## src/rtl/booth_mult_arbiter.sv

```systemverilog
// Round-robin two-port front end for one shared radix-2 Booth multiplier, one bit per clock.
// Optional BOOTH_ZERO_SKIP_EN: a zero operand finishes one edge after grant with product 0.
module booth_mult_arbiter #(
    parameter int WIDTH = 8
) (
    input  logic                 clk,
    input  logic                 reset,
    input  logic                 req0,
    input  logic                 req1,
    input  logic [WIDTH-1:0]     mcand0,
    input  logic [WIDTH-1:0]     mplier0,
    input  logic [WIDTH-1:0]     mcand1,
    input  logic [WIDTH-1:0]     mplier1,
    output logic                 gnt0,
    output logic                 gnt1,
    output logic                 busy,
    output logic [2*WIDTH-1:0]   product,
    output logic                 done,
    output logic                 done_id
);
    localparam int CW = $clog2(WIDTH + 1);

    typedef enum logic [1:0] {IDLE, RUN, DONE} state_t;
    state_t state, state_nxt;

    logic                    ptr, win, sel;
    logic [WIDTH-1:0]        op_a, op_b;
    logic signed [WIDTH:0]   acc, m_ext, sum;
    logic [WIDTH:0]          acc_sh;
    logic [WIDTH-1:0]        q, q_sh;
    logic                    q_m1;
    logic [CW-1:0]           count;
    logic                    last;
    logic [2*WIDTH-1:0]      fin;
`ifdef BOOTH_ZERO_SKIP_EN
    logic                    zero;
`endif

    // A lone requester always wins; the pointer only breaks ties.
    assign sel  = (req0 && req1) ? ptr : !req0;
    assign op_a = sel ? mcand1  : mcand0;
    assign op_b = sel ? mplier1 : mplier0;

    always_comb begin
        case ({q[0], q_m1})
            2'b01:   sum = acc + m_ext;
            2'b10:   sum = acc - m_ext;
            default: sum = acc;
        endcase
    end

    // Arithmetic shift of {A, Q, Q-1} after the add/subtract.
    assign acc_sh = {sum[WIDTH], sum[WIDTH:1]};
    assign q_sh   = {sum[0], q[WIDTH-1:1]};

`ifdef BOOTH_ZERO_SKIP_EN
    assign last = (count == CW'(1)) || zero;
    assign fin  = zero ? '0 : {acc_sh[WIDTH-1:0], q_sh};
`else
    assign last = (count == CW'(1));
    assign fin  = {acc_sh[WIDTH-1:0], q_sh};
`endif

    always_ff @(posedge clk) begin
        if (reset) state <= IDLE;
        else       state <= state_nxt;
    end

    always_comb begin
        state_nxt = state;
        case (state)
            IDLE:    if (req0 || req1) state_nxt = RUN;
            RUN:     if (last) state_nxt = DONE;
            DONE:    state_nxt = IDLE;
            default: state_nxt = IDLE;
        endcase
    end

    always_comb begin
        busy = (state != IDLE);
        done = (state == DONE);
        gnt0 = busy && !win;
        gnt1 = busy && win;
    end

    always_ff @(posedge clk) begin
        if (reset) begin
            ptr     <= 1'b0;
            win     <= 1'b0;
            product <= '0;
            done_id <= 1'b0;
            acc     <= '0;
            m_ext   <= '0;
            q       <= '0;
            q_m1    <= 1'b0;
            count   <= '0;
`ifdef BOOTH_ZERO_SKIP_EN
            zero    <= 1'b0;
`endif
        end else begin
            case (state)
                IDLE: if (req0 || req1) begin
                    win   <= sel;
                    m_ext <= {op_a[WIDTH-1], op_a};
                    q     <= op_b;
                    q_m1  <= 1'b0;
                    acc   <= '0;
                    count <= CW'(WIDTH);
`ifdef BOOTH_ZERO_SKIP_EN
                    zero  <= (op_a == '0) || (op_b == '0);
`endif
                end
                RUN: begin
                    acc   <= acc_sh;
                    q     <= q_sh;
                    q_m1  <= q[0];
                    count <= count - 1'b1;
                    if (last) begin
                        product <= fin;
                        done_id <= win;
                        ptr     <= !win;
                    end
                end
                default: ;
            endcase
        end
    end
endmodule
```

## config.mk

```make
export PLATFORM = sky130hd
export DESIGN_NAME = booth_mult_arbiter
export DESIGN_NICKNAME = d
export VERILOG_FILES = /design/src/rtl/booth_mult_arbiter.sv
export SDC_FILE = /design/constraint.sdc
export NUM_CORES = 1
export LEC_CHECK = 0
export CAP_MARGIN = 5
export CORE_MARGIN = 2
export CORE_UTILIZATION = 45
export DETAILED_ROUTE_END_ITERATION = 10
export GPL_ROUTABILITY_DRIVEN = 0
export GPL_TIMING_DRIVEN = 0
export PLACE_DENSITY_LB_ADDON = 0.05
export SYNTH_ARGS = -nofsm -noshare
export SYNTH_HDL_FRONTEND = slang
export SYNTH_SLANG_ARGS = --single-unit
```

## constraint.sdc

```tcl
create_clock -name clk -period 3.46 [get_ports clk]
set_input_delay 0.692 -clock clk [delete_from_list [all_inputs] [get_ports clk]]
set_output_delay 0.692 -clock clk [all_outputs]
set_load 0.05 [all_outputs]
```

Word-level counts from Yosys, hierarchy flattened
Index checks and enable logic that the tools add are counted.

operators by class
  multiplexer cells = 15
  reduce and logical (&&, ||, !) cells = 13
  add/subtract/negate cells = 3
  eq/ne operators = 7

operators by type and width
  kind                                               number
  case mux 9 bit (2 select lines)                    2
  two-way mux 8 bit                                  3
  case mux 8 bit (2 select lines)                    1
  adder 9 x 8 -> 9 bit                               1
  two-way mux 9 bit                                  1
  subtractor 9 x 8 -> 9 bit                          1
  case mux 4 bit (2 select lines)                    1
  AND reduction 2 bit                                4
  == test 2 x 1 -> 1 bit (second input constant)     2
  == test 2 bit (second input constant)              2
  == test 4 x 1 -> 1 bit (second input constant)     1
  two-way mux 2 bit                                  2
  two-way mux 4 bit                                  1
  inequality test 2 bit (second input constant)      2
  case mux 2 bit (2 select lines)                    1
  nonzero test 2 bit                                 2
  subtractor 4 x 1 -> 4 bit (second input constant)  1
  logical AND 1 bit                                  3
  zero test 1 bit                                    2
  zero test 2 bit                                    1
  two-way mux 1 bit                                  2
  case mux 1 bit (2 select lines)                    1
  logical OR 1 bit                                   1

word-level totals
  output and inout bits = 21
  word-level logic and storage cells = 48
  register bits = 51
  input port bits = 36

Depth between registers and ports, before layout
Gate-level depths: netlist (run 1).

  depth after elaboration = 5
  mapped depth = 12
  gate-level depth less buffers = 11

Worst setup path before layout (run 1)
Ideal clock, no wire load.

  kind = reg2reg
  from = register q_m1
  to = register product[15]
  library setup time = 135 ps
  data required time = 3325 ps
  data arrival time = 2253 ps
  slack = 1071 ps
  period minus slack after synthesis = 2389 ps
  stages on the path, launching flop included = 12
  path buffers = 1
  path through = dfxtp_1 > inv_1 > ha_1 > buf_2 > mux2i_1 > fa_1 > a211oi_1 > o211ai_1 > and3_4 > o21bai_4 > xor2_1 > a211oi_2

between the ends
  longest elaborated chain between the ends = 2
  elaborated cells on any way between the ends = 3
  classes of those cells = eq/ne: 2; mux: 1

RTL lines
  what                                                            RTL line  text
  start, declared                                                 31        logic q_m1;
  start signal, assigned                                          116       q_m1 <= q[0];
  == test 2 bit / == test 2 x 1 -> 1 bit (equally long branches)  45        case ({q[0], q_m1})
  case mux 9 bit (2 select lines) *                               45
  end signal, assigned                                            119       product <= fin;
  end, declared                                                   17        output logic [2*WIDTH-1:0] product,

Every way passes the cells marked *; elsewhere a longest branch is shown, timed or not.
A chain may end at the register's enable or synchronous reset.

Worst setup path in the final report (run 1)
  from = register m_ext[0]
  to = register product[15]

between the ends
  longest elaborated chain between the ends = 2
  elaborated cells on any way between the ends = 3
  classes of those cells = add/sub: 2; mux: 1

RTL lines
  what                                                                      RTL line  text
  start, declared                                                           28        logic signed [WIDTH:0] acc, m_ext, sum;
  start signal, assigned                                                    104       m_ext <= {op_a[WIDTH-1], op_a};
  subtractor 9 x 8 -> 9 bit / adder 9 x 8 -> 9 bit (equally long branches)  47, 46
  case mux 9 bit (2 select lines) *                                         45

Marks and branches as above.

==> out/results.ini, run 1 <==
[synth]
ys.flop_type = dfxtp_1
yosysTopAreaCell = dfxtp_1
yosys.area.top_type_share_pct = 37.4
synth_cell_types = 49
synth-seq-area-share_pct = 37.4
yosysWarnings = 0
synth_edf_count = 0
synth_area_leaders = dfxtp_1, nor2_1, ha_1, mux2i_1, nand2_1
synth_nets = 361
syn_area_per_cell_um2 = 8.59
postSynthCellCount = 312
ys_ff_latch = 50
async_flop_share_pct = 0
netlist_area_um2 = 2680

[run_status]
status = finished, final reports clean

[critical_path]
cp_slowest_cell = fa_1
path_class = reg -> reg
critPathLaunchType = flip-flop
arrival_ns = 2.93
path_cells = inv_1, ha_1, mux2i_1, fa_1, a211oi_1, o211ai_1, and3_4, o21bai_4, xor2_1, a211oi_2
cp-end-kind = flip-flop
crit_required_ns = 3.62
worst-path-max-fanout = 5
crit_path_max_incr_delay_ns = 0.48

[drt]
drc = 0
drtPass1Iterations = 5
first_iter_violations = 181
drtAntennaViolNets = 0
drt_wl_total_um = 6320
viasPerCell = 5.45
wl_per_cell_um = 14.1
vias = 2454

[cts]
cts_tree = built
htree_levels = 2
clk_latency_ns = 0.30
holdBufCountCts = 0
clockBufferDepth = 2
cts_resized = 0
post_cts_buffers = 0
cts_root_buffer = clkbuf_8
cts_buffers = 5
path_clk_slew_ns = 0.09
clock-sinks = 50

[grt]
grt_pass1_wl_um = 10600
grt_util_met3_pct = 3.44
grt_busiest_layer = met2
gr-total-overflow = 0
grt_pass1_vias = 2181
grt_max_degree = 16
antenna_found_initial = 0
grt_usage_pct = 20.9
grtUsageMet1_pct = 29.9
use_met2_pct = 31.7

[placed_design]
portBuffers = 55
dp_cells = 442
pre_cts_slack_ns = 0.758
post_dp_cell_area_um2 = 3320
detailed_place_hpwl_um = 4780

[floorplanning]
die_width_um = 81.2
die_area_um2 = 6590
core_area_um2 = 5850
die_h_um = 81.2
start_util_pct = 45.8
ios = 57
rows = 28

[sta]
min_period_over_period_pct = 80.1
slew_violations = 0
setup_violations = 0
hold_viol = 0
setup_slack_ns = 0.688
timing.setup.tns_ns = 0
tightest_slew_ns = 0.623
hold_slack_ns = 0.457
relSlewSlack_pct = 58.3
clock_skew_ns = 0.00822
rsz0062_at_grt = no
fin_crit_ns = 2.77
fmax_mhz = 361

[pwr]
power_frac_comb_pct = 29.1
p_clk_share_pct = 31.0
cellPowerDensity_nw_per_um2 = 470
power_switching_mw = 0.494
pwr-share-seq_pct = 39.9
p_int_mw = 1.13
vdd_drop_max_v = 0.000217
swShare_pct = 30.3
p_leak_nw = 1.30

[finish]
area_delta_synth_final_pct = 29.4
postLayoutCellArea_um2 = 3470
n_antenna_cell = 0
drive_gt1_share_pct = 8.00
instances_no_fill = 450
nets = 423

[flow_run]
drv_cap = 0

[worst_hold_path]
min_path_type = reg -> reg

-- path summary, 6_finish.rpt --
check                           startpoint          end  slack, ns  depth (start not counted)
worst max register to register    m_ext[0]  product[15]       0.69                         10
worst max-delay path              m_ext[0]  product[15]       0.69                         10
worst min register to register  product[6]   product[6]       0.46                          2
worst min-delay path            product[6]   product[6]       0.46                          2
-- synthesized netlist by cell type (4+ instances only) --
master	instances
a21oi_1	23
clkbuf_1	9
nor2_1	47
ha_1	12
xnor2_1	8
mux2i_1	14
a22o_1	4
buf_2	5
nor3_1	11
dfxtp_1	50
nor2b_1	5
a211oi_1	15
inv_1	8
a222oi_1	7
nand2_1	34
mux2_2	7
o21ai_0	7
-- worst max-delay path: cells and delay by family (launching register included) --
family,cells,cell delay (ns)
buffers and inverters,1,0.10
xor gates and xnor gates,1,0.19
AOI/OAI and AO/OA,4,0.78
adders and majority gates,2,0.76
and+or+nand+nor,1,0.20
muxes,1,0.14
DFF,1,0.46
-- power groups by stage --
stage                     combinational (mW)  clock (mW)  sequential, mW
after floorplan                        0.336           0           0.665
after global placement                 0.466           0           0.662
after detailed placement               0.472           0           0.663
after CTS                              0.475       0.513           0.649
after global routing                   0.527       0.532           0.656
final                                  0.473       0.505           0.650
-- routing by layer --
metal,share of wire [%],vias to the layer above
met4,1.1,0
met3,5.0,6
met5,0,-
li1,-,1247
met1,50,1126
met2,43,75
-- logic make-up after synthesis --
family,count (synthesis),share of synthesized area [%]
multiplexers,21,8.17
AO/OA/AOI/OAI,78,21.0
adder cells (fa/ha/maj),13,6.35
AND/OR/NAND/NOR,114,19.7
XOR/XNOR,11,3.60
flip-flops,50,37.4
buffers and inverters,25,3.88
-- cell type report --
| cell class | instances | area [µm²] |
|---|---|---|
| Timing Repair Buffer | 55 | 551 |
| Clock inverter | 2 | 60.1 |
| Clock buffer | 6 | 82.6 |
| Sequential cell | 50 | 1000 |
| Tap cell | 75 | 93.8 |
| Buffer | 17 | 73.8 |
| Fill cell | 546 | 2380 |
| Inverter | 8 | 30.0 |
| Multi-Input combinational cell | 237 | 1570 |
-- metrics by stage --
step	util (%)	power (mW)
after floorplan	-	1.00
after global placement	56.8	1.13
after detailed placement	56.8	1.13
after CTS	59.2	1.64
after global routing	59.2	1.71
final	59.2	1.63
-- cells in the final DEF, fill, tap and decap left out, types with 2 or more instances in the layout --
master / netlist / routed
o21a_1: 3 / 3
dfxtp_1: 50 / 50
a211oi_1: 15 / 15
a222oi_1: 7 / 7
o21ai_0: 7 / 7
bufinv_16: 0 / 2
xnor2_1: 8 / 8
clkbuf_8: 0 / 6
xor2_1: 3 / 3
ha_1: 12 / 12
inv_1: 8 / 8
nand2b_1: 3 / 3
nor2_1: 47 / 47
a21o_1: 3 / 3
a31oi_1: 2 / 2
clkdlybuf4s50_1: 0 / 55
nor2b_1: 5 / 5
mux2i_1: 14 / 14
a21oi_1: 23 / 23
nand3_1: 2 / 2
o21ai_1: 2 / 2
buf_2: 5 / 5
nand2_1: 34 / 34
buf_1: 2 / 2
clkbuf_1: 9 / 9
a22o_1: 4 / 4
nor3_1: 11 / 11
nor4_1: 3 / 3
mux2_2: 7 / 7
-- flip-flops by register name (all words and copies together) (netlist names), 2 cells and up --
name and flops:
product 16, q 8, state 2, m_ext 8
count 4, acc 8
No activity file was read; power rests on OpenSTA's default activity.
==> run 2, diff against run 1 <==
==> constraint.sdc (replaced) <==
create_clock -name clk -period 2.5 [get_ports clk]
set_input_delay 0.5 -clock clk [delete_from_list [all_inputs] [get_ports clk]]
set_output_delay 0.5 -clock clk [all_outputs]
set_load 0.05 [all_outputs]
==> run 2 against run 1 <==
Against the previous run:
- total power up 49%
- clock power increased by 39%
- wire length rose by 6.4%
- clock skew barely moved
- non-clock buffer count up 8
- core utilization increased by 4.0 points
- via count rose by 1.7%
- clock-buffer cell count unchanged
- first-iteration DRC count shrank 5.0%
- combinational power rose by 73%
- flip-flop and latch count did not move
- critical endpoint unchanged
- largest power group unchanged
==> out/results.ini, run 2 (synthesis results as in run 1) <==
[finish]
largest_register_ffs = 16  ; unchanged
final_core_util_pct = 63.2  ; +4.0 points
regMostFlops = product
n_antenna_cell = 0  ; unchanged
area_delta_synth_final_pct = 38.0
postLayoutCellArea_um2 = 3700  ; +6.7%
nets = 431  ; +1.9%
drive_gt1_share_pct = 17.2  ; +9.2 points
final_common_cell = clkdlybuf4s50_1
final_cell_mix = clkdlybuf4s50_1, nor2_1, dfxtp_1

[pwr]
p_clk_share_pct = 28.9  ; -2.1 points
power_frac_comb_pct = 33.7  ; +4.6 points
vdd_drop_max_v = 0.000352  ; +62%
p_int_mw = 1.67  ; +47%
p_leak_nw = 1.36  ; +4.8%
power_switching_mw = 0.756  ; +53%
swShare_pct = 31.2  ; +0.87 points
cellPowerDensity_nw_per_um2 = 655  ; +39%
pwr-share-seq_pct = 37.4  ; -2.5 points

[drt]
drtAntennaViolNets = 0  ; unchanged
drc = 0  ; unchanged
drtPass1Iterations = 6  ; +1
first_iter_violations = 172  ; -5.0%
vias = 2495  ; +1.7%
drt_wl_total_um = 6730  ; +6.4%
wl_per_cell_um = 14.7  ; +4.5%
viasPerCell = 5.45  ; -0.11%

[sta]
setup_violations = 0  ; unchanged
setup_slack_ns = 0.0115  ; -0.676 ns
clock_skew_ns = 0.00806  ; -0.000162 ns
relSlewSlack_pct = 54.5  ; -3.8 points
hold_viol = 0  ; unchanged
fin_crit_ns = 2.49  ; -0.284 ns
slew_violations = 0  ; unchanged
tightest_slew_ns = 0.680  ; +0.0567 ns
min_period_over_period_pct = 99.5  ; +19 points
hold_slack_ns = 0.457  ; +0.0000750 ns
fmax_mhz = 402  ; +11%
rsz0062_at_grt = yes
timing.setup.tns_ns = 0  ; unchanged

[critical_path]
critPathLaunchType = flip-flop
crit_required_ns = 2.67  ; -0.95 ns
path_class = reg -> reg
worst-path-max-fanout = 8  ; +3
arrival_ns = 2.66  ; -0.27 ns
cp-end-kind = flip-flop

[cts]
path_clk_slew_ns = 0.09  ; about the same
htree_levels = 2  ; unchanged
cts_root_buffer = clkbuf_8
cts_tree = built
clockBufferDepth = 2  ; unchanged
clock-sinks = 50  ; unchanged
holdBufCountCts = 0  ; unchanged
cts_buffers = 5  ; unchanged
clk_latency_ns = 0.30  ; about the same

[floorplanning]
ios = 57  ; unchanged
die_h_um = 81.2  ; unchanged
start_util_pct = 45.8  ; unchanged
core_area_um2 = 5850  ; unchanged
die_area_um2 = 6590  ; unchanged
rows = 28  ; unchanged
die_width_um = 81.2  ; unchanged

[placed_design]
post_dp_cell_area_um2 = 3320  ; unchanged
detailed_place_hpwl_um = 4780  ; unchanged
pre_cts_slack_ns = -0.202  ; -0.960 ns
portBuffers = 55  ; unchanged

[flow_run]
drv_cap = 0  ; unchanged

[grt]
grt_pass1_wl_um = 10900  ; +3.0%
grt_max_degree = 16  ; unchanged
grt_usage_pct = 21.5  ; +0.64 points
grt_pass1_vias = 2245  ; +2.9%
gr-total-overflow = 0  ; unchanged
antenna_found_initial = 0  ; unchanged

[worst_hold_path]
min_path_type = reg -> reg

[run_status]
status = finished, final reports clean

run 2: cell types whose count changed in the layout (fill, tap and decap cells not counted), sizes merged:
cell / before / now
buf: 8 / 16
run 2: worst paths after layout:
| path | start | endpoint | slack (ns) | cells after the start |
|---|---|---|---|---|
| max | q[0] | product[15] | 0.01 | 10 |
| min | product[6] | product[6] | 0.46 | 2 |
| min reg2reg | product[6] | product[6] | 0.46 | 2 |
| max reg2reg | q[0] | product[15] | 0.01 | 10 |
run 2: layout make-up:
class	instances	area (µm²)
Clock inverter	2	60.1
Timing Repair Buffer	63	611
Buffer	17	83.8
Clock buffer	6	82.6
Sequential cell	50	1010
Inverter	8	30.0
Multi-Input combinational cell	237	1720
Fill cell	511	2150
Tap cell	75	93.8
run 2: metrics by stage:
step,cells,power [mW]
detailed placement,442,1.57
CTS,456,2.34
global route,458,2.54
finish,458,2.42
floorplan,312,1.38
global placement,442,1.56
run 2: routing by layer:
layer	track usage, %	routed length [µm]	vias to the layer above
met4	7.46	67	0
met2	33.3	3060	77
li1	-	-	1256
met3	3.89	374	9
met1	30.0	3230	1153
met5	0	0	-
run 2: power by group through the flow:
stage          logic, mW  clock network, mW  registers, mW
6_report           0.817              0.700          0.905
5_1_grt            0.892              0.737          0.913
4_1_cts            0.727              0.710          0.901
3_5_place_dp       0.653                  0          0.917
3_3_place_gp       0.645                  0          0.916
2_1_floorplan      0.465                  0          0.920
run 2: timing repair:
item | CTS | global route
setup buffers | 6 | 2
pin swaps | 7 | 14
resized for setup | 12 | 31
endpoints found under the setup margin | 10 | 11
endpoints found under the hold margin | 0 | 0
run 2: critical path: stages, from the launching register on:
cell	delay, ns
dfxtp_1	0.36
ha_4	0.18
buf_8	0.13
mux2i_4	0.20
fa_2	0.41
a211oi_4	0.26
o211ai_1	0.18
and3_4	0.22
o21bai_4	0.14
xor2_1	0.19
a211oi_2	0.08
